[src/rtl/priority_encoder.sv]
// Registered highest-index-wins priority encoder: samples d every clock and
// reports the index of the highest set bit plus an any-request flag one cycle later.
module priority_encoder #(
  parameter int WIDTH = 4,
  parameter int IDX_W = $clog2(WIDTH)
) (
  input  logic             clk,
  input  logic             rst,
  input  logic [WIDTH-1:0] d,
  output logic [IDX_W-1:0] y,
  output logic             valid
);

  logic [IDX_W-1:0] idx_next;
  logic             any_next;

  // Ascending scan, so the last (highest) set bit overwrites earlier hits.
  always_comb begin
    idx_next = '0;
    for (int i = 0; i < WIDTH; i++) begin
      if (d[i]) idx_next = i[IDX_W-1:0];
    end
    any_next = |d;
  end

  always_ff @(posedge clk) begin
    if (rst) begin
      y     <= '0;
      valid <= 1'b0;
    end else begin
      y     <= idx_next;
      valid <= any_next;
    end
  end

endmodule

[config.mk]
export PLATFORM = sky130hd
export DESIGN_NAME = priority_encoder
export DESIGN_NICKNAME = d
export VERILOG_FILES = /design/src/rtl/priority_encoder.sv
export SDC_FILE = /design/constraint.sdc
export NUM_CORES = 1
export LEC_CHECK = 0
export CAP_MARGIN = 20
export CORE_AREA = 5 5 42 44
export DETAILED_ROUTE_END_ITERATION = 8
export DIE_AREA = 0 0 47 49
export GPL_ROUTABILITY_DRIVEN = 0
export GPL_TIMING_DRIVEN = 0
export SLEW_MARGIN = 0
export SYNTH_ARGS = -nofsm -noshare
export SYNTH_HDL_FRONTEND = slang
export SYNTH_SLANG_ARGS = --single-unit
[constraint.sdc]
create_clock -name clk -period 0.8 [get_ports clk]
set_clock_uncertainty 0.05 [all_clocks]
set_input_delay 0.16 -clock clk [delete_from_list [all_inputs] [get_ports clk]]
set_output_delay 0.16 -clock clk [all_outputs]
set_load 0.01 [all_outputs]
==> impl_metrics.py <==
metrics = {
    "status": {
        "status": "finished, violations left",
        "violations": "setup timing",
    },
    "routing": {
        "ant_nets": 0,
        "routed_via_density": 2.737,
        "initialDrtViolationCount": 0,
        "drtPass1Iterations": 1,
        "remaining_drc_errors": 0,
        "routedWlPerCell_um": 6.237,
        "wl_um": 237,
        "vias": 104,
    },
    "cells_and_area": {
        "syn_to_final_growth_pct": 127.6,
        "antenna_cells": 0,
        "final_layout_size_suffix_gt1_share_pct": 40.91,
        "fin_nets": 29,
        "stdcell_count": 38,
    },
    "yosys": {
        "muxShareOfSynthArea_pct": 0,
        "synth.top_cell.area_share_pct": 63.16,
        "synth.distinct_cells": 6,
        "yosys-top-cells-area": "dfxtp_1 (63%), nor2_1 (12%), a21oi_2 (9.2%)",
        "synth_cells": 10,
        "yosys.area_share.simple_pct": 18.42,
        "synth_edf_count": 0,
        "synth_top_area_cell": "dfxtp_1",
        "synth-compound-area-share_pct": 14.47,
        "synth_fa_ha_area_share_pct": 0,
        "ys_seq_elements": 3,
        "synth_commonest_cells": "dfxtp_1 (3), nor2_1 (3)",
        "synth_top_family_by_area": "simple AND/OR/NAND/NOR gates",
        "synth_area_per_cell_um2": 9.509,
        "synth_nets": 16,
        "async_flop_share_pct": 0,
        "ys_warn_count": 0,
        "yosysSeqAreaShare_pct": 63.16,
        "synth-main-ff-cell": "dfxtp_1",
        "synthXorXnorAreaFrac_pct": 0,
        "synth_area_um2": 95.09,
    },
    "power": {
        "leakagePower_nw": 0.09150,
        "internal-power_mw": 0.3854,
        "powerDensity_nw_per_um2": 2240,
        "clkPwrFrac_pct": 54.0,
        "switchingPower_mw": 0.09951,
        "totalPowerFinal_mw": 0.4849,
        "p_seq_share_pct": 33.7,
        "sw_frac_of_total_pct": 20.52,
        "vdd_drop_max_uv": 557.6,
        "p_comb_share_pct": 12.3,
    },
    "critical_path": {
        "cp_cell_sequence": "buf_6",
        "worstSetupStartpoint": "valid",
        "cp_slowest_cell": "dfxtp_2",
        "worstSetupPathType": "flop to output pin",
        "crit_fanout": 1,
        "end_kind": "output pin",
        "worstPathRequired_ns": 0.59,
        "crit_path_max_incr_delay_ns": 0.31,
        "crit_cells": 1,
        "worst-path-buf-inv": 1,
        "worstPathArrival_ns": 0.65,
        "crit_family": "flip-flops",
        "crit_end": "valid",
        "critPathLaunchType": "flop",
    },
    "worst_hold_path": {
        "min_path_type": "input pin to flop",
    },
    "global_route": {
        "grt_pass1_wl_um": 414,
        "antenna_found_initial": 0,
        "grt_pass1_vias": 103,
        "grt_overflow": 0,
        "use_met1_pct": 2.637,
        "grt_use_met3_pct": 5.166,
        "met2_usage_pct": 2.262,
        "grt_max_degree": 4,
        "grt_usage_pct": 3.169,
        "busiest_layer": "met3",
    },
    "die": {
        "die_y_um": 49,
        "ios": 9,
        "core_um2": 1401,
        "rows": 14,
        "die-area_um2": 2303,
        "die_w_um": 47,
        "start_util_pct": 6.786,
    },
    "timing": {
        "hold_viol_final": 0,
        "fmax_mhz": 1169,
        "final.min_clock_period_ns": 0.8557,
        "period_share_pct": 107.0,
        "worst_slew_pin_slew_ns": 0.1260,
        "slew-limit-headroom_pct": 91.57,
        "rsz0062_at_grt": "yes",
        "setup_ws_ns": -0.05570,
        "slew_viol_final": 0,
        "setup_violations": 3,
    },
    "clock_network": {
        "cts_tree": "built",
        "cts-root-buf": "clkbuf_4",
        "htree_levels": 1,
        "cts_buffer_depth": 2,
        "post-cts-setup-buffers": 0,
        "clock-sinks": 3,
        "clk_pin_slew_ns": 0.04,
        "cts_made_buffers": 3,
        "cts.hold.buffers_added": 0,
    },
    "placement": {
        "dp_hpwl_um": 187.5,
        "portBuffers": 8,
        "placed_cells": 34,
    },
    "flow_run": {
        "maxCapViolations": 0,
    },
}
[through the flow]
step           cell area (um2)  hold slack (ns)  worst slack (ns)  utilization (%)  setup TNS [ns]
2_1_floorplan            95.09           0.1724            0.2592                -               0
3_3_place_gp             195.2           0.6973           -0.2307            13.93          -1.167
3_5_place_dp             195.2           0.6946           -0.2394            13.93          -1.181
4_1_cts                  206.4           0.4460          -0.07402            14.73         -0.2156
5_1_grt                  216.5           0.4840          -0.09561            15.45         -0.2722
6_report                 216.5           0.4661          -0.05570            15.45         -0.1626
[power groups by stage]
stage,Combinational [mW],Clock [mW],Sequential [mW]
3_3_place_gp,0.0642,0,0.165
5_1_grt,0.0657,0.293,0.165
3_5_place_dp,0.0650,0,0.165
4_1_cts,0.0560,0.279,0.162
2_1_floorplan,0.0112,0,0.170
6_report,0.0595,0.262,0.163
[cells in the final DEF, fill, tap and decap left out]
master / n
clkdlybuf4s50_1: 5
clkbuf_4: 3
nor2_1: 2
buf_2: 2
dfxtp_1: 2
inv_1: 1
nand2b_1: 1
a21oi_2: 1
nor2_2: 1
a21oi_1: 1
clkbuf_1: 1
buf_6: 1
dfxtp_2: 1
[repair_timing]
| action | CTS | global route |
|---|---|---|
| endpoints found under the hold margin | 0 | 0 |
| endpoints found under the setup margin | 3 | 4 |
| resized for setup | 12 | 3 |
[routing by layer]
metal  part of all wire (%)  vias up  wire (um)
met5                      0        -          0
met4                      0        0          0
met3                     30        0         71
met2                     26        9         61
met1                     44       38        104
li1                       -       57          -
[area by class of cell]
type / instances / area [um2]
inverter: 1 / 3.754
multi-input combinational: 6 / 33.78
clock buffer: 4 / 26.28
sequential: 3 / 61.31
tap: 16 / 20.02
timing repair buffer: 8 / 71.32
fill: 173 / 1185
[kinds of logic (layout without fill, tap and decap cells)]
family / Yosys count / in the layout
DFF: 3 / 3
and+or+nand+nor: 4 / 4
buffers and inverters: 1 / 13
AOI/OAI and AO/OA: 2 / 2
[sequential cells by signal (all words and copies together) (netlist names)]
signal,flops
valid,1
y,2
[worst min path at each step]
stage | cells after the start | from | endpoint | slack [ns]
detailed placement | 3 | d[3] | y[0] | 0.69
finish | 3 | d[0] | valid | 0.47
global route | 2 | rst | y[0] | 0.48
CTS | 3 | d[3] | y[0] | 0.45
floorplan | 1 | rst | y[0] | 0.17
global placement | 3 | d[3] | y[0] | 0.70
Note: power is estimated with default switching activity, not from simulation.
==> RTL change 1 (same flow settings) <==
Change the parameter `WIDTH` from 4 to 8.
--- a/src/rtl/priority_encoder.sv
+++ b/src/rtl/priority_encoder.sv
@@ -1,7 +1,7 @@
 // Registered highest-index-wins priority encoder: samples d every clock and
 // reports the index of the highest set bit plus an any-request flag one cycle later.
 module priority_encoder #(
-  parameter int WIDTH = 4,
+  parameter int WIDTH = 8,
   parameter int IDX_W = $clog2(WIDTH)
 ) (
   input  logic             clk,
Interface: changed (resized d and y); port bits go from 9 to 14. The function was not compared with the original's and may differ.
==> RTL change 1 against the unedited design <==
- the run still ends with negative setup slack left
- fmax is 0.30% higher
- setup slack better by 0.0026 ns
- final area is 49% higher
- non-clock buffer count is 5 higher
- sequential cell count is 1 higher
- power is 15% higher
- synthesized area is 68% higher
- routed wire length is 90% higher
- synthesized cell count is 60% higher
==> RTL change 1: results (changes against the unedited design) <==
metric,value,unit,change
seq pwr,0.000218,W,was 0.000163 W
vias,173,,was 104
sequential area share after synthesis,50.0,%,was 63.2%
drt initial violations,1,,was 0
# setup viols final,4,,was 3
Leakage,0.150,nW,was 0.0915 nW
failing checks,negative setup slack,,unchanged
launch point of the critical path,y[2]$_SDFF_PP0_,,was valid$_SDFF_PP0_
Post-DP Area,310,sq um,was 195 sq um
reported combinational group power,0.0000970,W,was 0.0000595 W
global-route wire length before repair,752,microns,was 414 microns
status,finished with violations,,unchanged
Net Switching,0.000122,W,was 0.0000995 W
number of port buffers,13,,was 8
synthesized net count,26,,was 16
router iterations before antenna repair,2,,was 1
Fillers,169,,was 173
GRT Total Usage,5.00,%,was 3.17%
Wirelength per Cell,9.38,microns,was 6.24 microns
fin worst setup slack,-0.0531,ns,was -0.0557 ns
share of cells above drive strength 1,40.6,%,was 40.9%
Largest regs,"y x3, valid x1",,"was y x2, valid x1"
Worst slew margin,83.5,%,was 91.6%
vias per cell,3.60,,was 2.74
Area Growth Syn to Fin,102,%,was 128%
==> RTL change 1: final cells by class <==
class | count | area share, %
inverters | 1 | 1.16
flip-flops and latches | 4 | 25.2
multi-input cells | 11 | 26.4
repair buffers | 13 | 34.1
well taps | 16 | 6.20
clock buffers | 3 | 6.98
==> RTL change 1: what timing repair did <==
item / CTS / global route
gates resized for setup: 27 / 3
hold buffers: 0 / 0
pin swaps: 3 / 3
setup endpoints to repair: 8 / 6
==> RTL change 1: metal layers <==
layer	GRT usage, %	up-vias	wire length [microns]	part of all wire, %
li1	-	91	-	-
met1	4.85	72	164	36
met2	6.33	10	232	52
met3	0.369	0	53	12
met4	9.22	0	0	0
met5	0	-	0	0
==> RTL change 1: logic make-up after synthesis <==
kind of cell / Yosys count / synth area share [%]
AO/OA/AOI/OAI: 7 / 33.6
flip-flops: 4 / 50.0
AND/OR/NAND/NOR: 4 / 14.1
buffers and inverters: 1 / 2.34
==> RTL change 2 (same flow settings) <==
Made on the original files. Add an input register stage for `d`, with the module's reset; this delays it by one clock. Comments in the files are not updated.
--- a/src/rtl/priority_encoder.sv
+++ b/src/rtl/priority_encoder.sv
@@ -11,6 +11,16 @@
   output logic             valid
 );
 
+  logic [WIDTH-1:0] d_q;
+
+  always_ff @(posedge clk) begin
+    if (rst) begin
+      d_q <= '0;
+    end else begin
+      d_q <= d;
+    end
+  end
+
   logic [IDX_W-1:0] idx_next;
   logic             any_next;
 
@@ -18,9 +28,9 @@
   always_comb begin
     idx_next = '0;
     for (int i = 0; i < WIDTH; i++) begin
-      if (d[i]) idx_next = i[IDX_W-1:0];
+      if (d_q[i]) idx_next = i[IDX_W-1:0];
     end
-    any_next = |d;
+    any_next = |d_q;
   end
 
   always_ff @(posedge clk) begin
Formal check against the unedited RTL: not equivalent (Yosys sat finds a counterexample within 4 cycles, from zero or initial values and one cycle with rst high).
==> RTL change 2 against the unedited design <==
- the flow still finishes with violations (negative setup slack)
- power up 56%
- synthesized area rose by 110%
- combinational power grew 17%
- core utilization grew 7.9 points
- sequential cell count increased by 4
- setup slack got worse by 0.020 ns
- final area up 51%
- routed wire length rose by 16%
- largest cell class is now sequential cells
- largest power group is now sequential cells
==> RTL change 2: results (changes against the unedited design) <==
metric,value,unit,change
status,finished with violations,,unchanged
failing checks,negative setup slack,,unchanged
Setup TNS Final,-0.226,ns,was -0.163 ns
synthesized net count,24,,was 16
vias per cell,3.11,,was 2.74
dpl ws,-0.225,ns,was -0.239 ns
RR Endpoint,valid$_SDFF_PP0_,,
Min Hold Slack,0.384,ns,was 0.466 ns
"Slowest-stage cell, CP",dfxtp_1,,was dfxtp_2
ys flop type,dfxtp_1,,unchanged
Largest regs,"d_q x4, y x2, valid x1",,"was y x2, valid x1"
WHS Path Cells,2,,was 3
Worst Hold Class,flip-flop to flip-flop,,was input port to flip-flop
met2 WL,87,microns,was 61 microns
M1 WL,125,microns,was 104 microns
global-route wire length before repair,524,microns,was 414 microns
# setup viols final,3,,unchanged
router iterations before antenna repair,2,,was 1
WP data arrival,0.67,ns,was 0.65 ns
sequential area share after synthesis,70.0,%,was 63.2%
vias,143,,was 104
share of cells above drive strength 1,30.0,%,was 40.9%
crit-path max FO,1,,unchanged
Fillers,166,,was 173
placed cells,42,,was 34
CTS root buf,clkbuf_4,,unchanged
Worst VDD drop,0.964,mV,was 0.558 mV
Area contributors post-synth,"dfxtp_1 70%, nor2b_1 13%, nor2_1 5.6%",,"was dfxtp_1 63%, nor2_1 12%, a21oi_2 9.2%"
fin worst setup slack,-0.0758,ns,was -0.0557 ns
Post-DP Area,300,sq um,was 195 sq um
Post-synth top cells,"7 x dfxtp_1, 4 x nor2b_1, 3 x nor2_1",,"was 3 x dfxtp_1, 3 x nor2_1"
Routed WL,276,microns,was 237 microns
Leakage,0.132,nW,was 0.0915 nW
largest net degree at the start of global routing,8,,was 4
DP HPWL,206,microns,was 188 microns
Hold Crit Start,d_q[3]$_SDFF_PP0_,,was d[0]
final net count,37,,was 29
GRT Total Usage,3.89,%,was 3.17%
Global Route met3 Usage,5.54,%,was 5.17%
Synth cell types,7,,was 6
met3 routed WL,63,microns,was 71 microns
Post-synth EDFFs,0,,unchanged
GR Util met2,3.39,%,was 2.26%
WHS Endpoint,y[0]$_SDFF_PP0_,,was valid$_SDFF_PP0_
latest clock arrival within the worst-skew pair,0.25,ns,
CTS H-tree lvls,1,,unchanged
Worst-Margin Slew,0.246,ns,was 0.126 ns
launch point of the critical path,valid$_SDFF_PP0_,,unchanged
drt initial violations,1,,was 0
Avg Inst Size Synth,11.1,sq um,was 9.51 sq um
met1 Use GR,3.56,%,was 2.64%
-- RTL change 2: cell types whose count changed after synthesis, sizes merged --
cell / unedited run / this run
dfxtp: 3 / 7
nor2b: 0 / 4
-- RTL change 2: logic make-up after synthesis --
logic type      count (synthesis)  synth area share [%]
compound gates                  2                  6.87
flops                           7                  70.0
buf+inv                         1                  1.87
simple gates                    8                  21.2
-- RTL change 2: layout make-up --
type / instances / area [sq um] / share of cell area, %
clock buffers: 4 / 26.3 / 8.05
inverters: 1 / 3.75 / 1.15
multi-input cells: 10 / 56.3 / 17.2
flip-flops and latches: 7 / 143 / 43.7
well taps: 16 / 20.0 / 6.13
repair buffers: 8 / 77.6 / 23.8
-- RTL change 2: power by group --
part	switching (W)	internal, W	leakage [nW]
Combinational	0.0000235	0.0000464	0.0581
Clock	0.000117	0.000189	0.0150
Sequential	0.00000724	0.000372	0.0589
Total	0.000148	0.000608	0.132
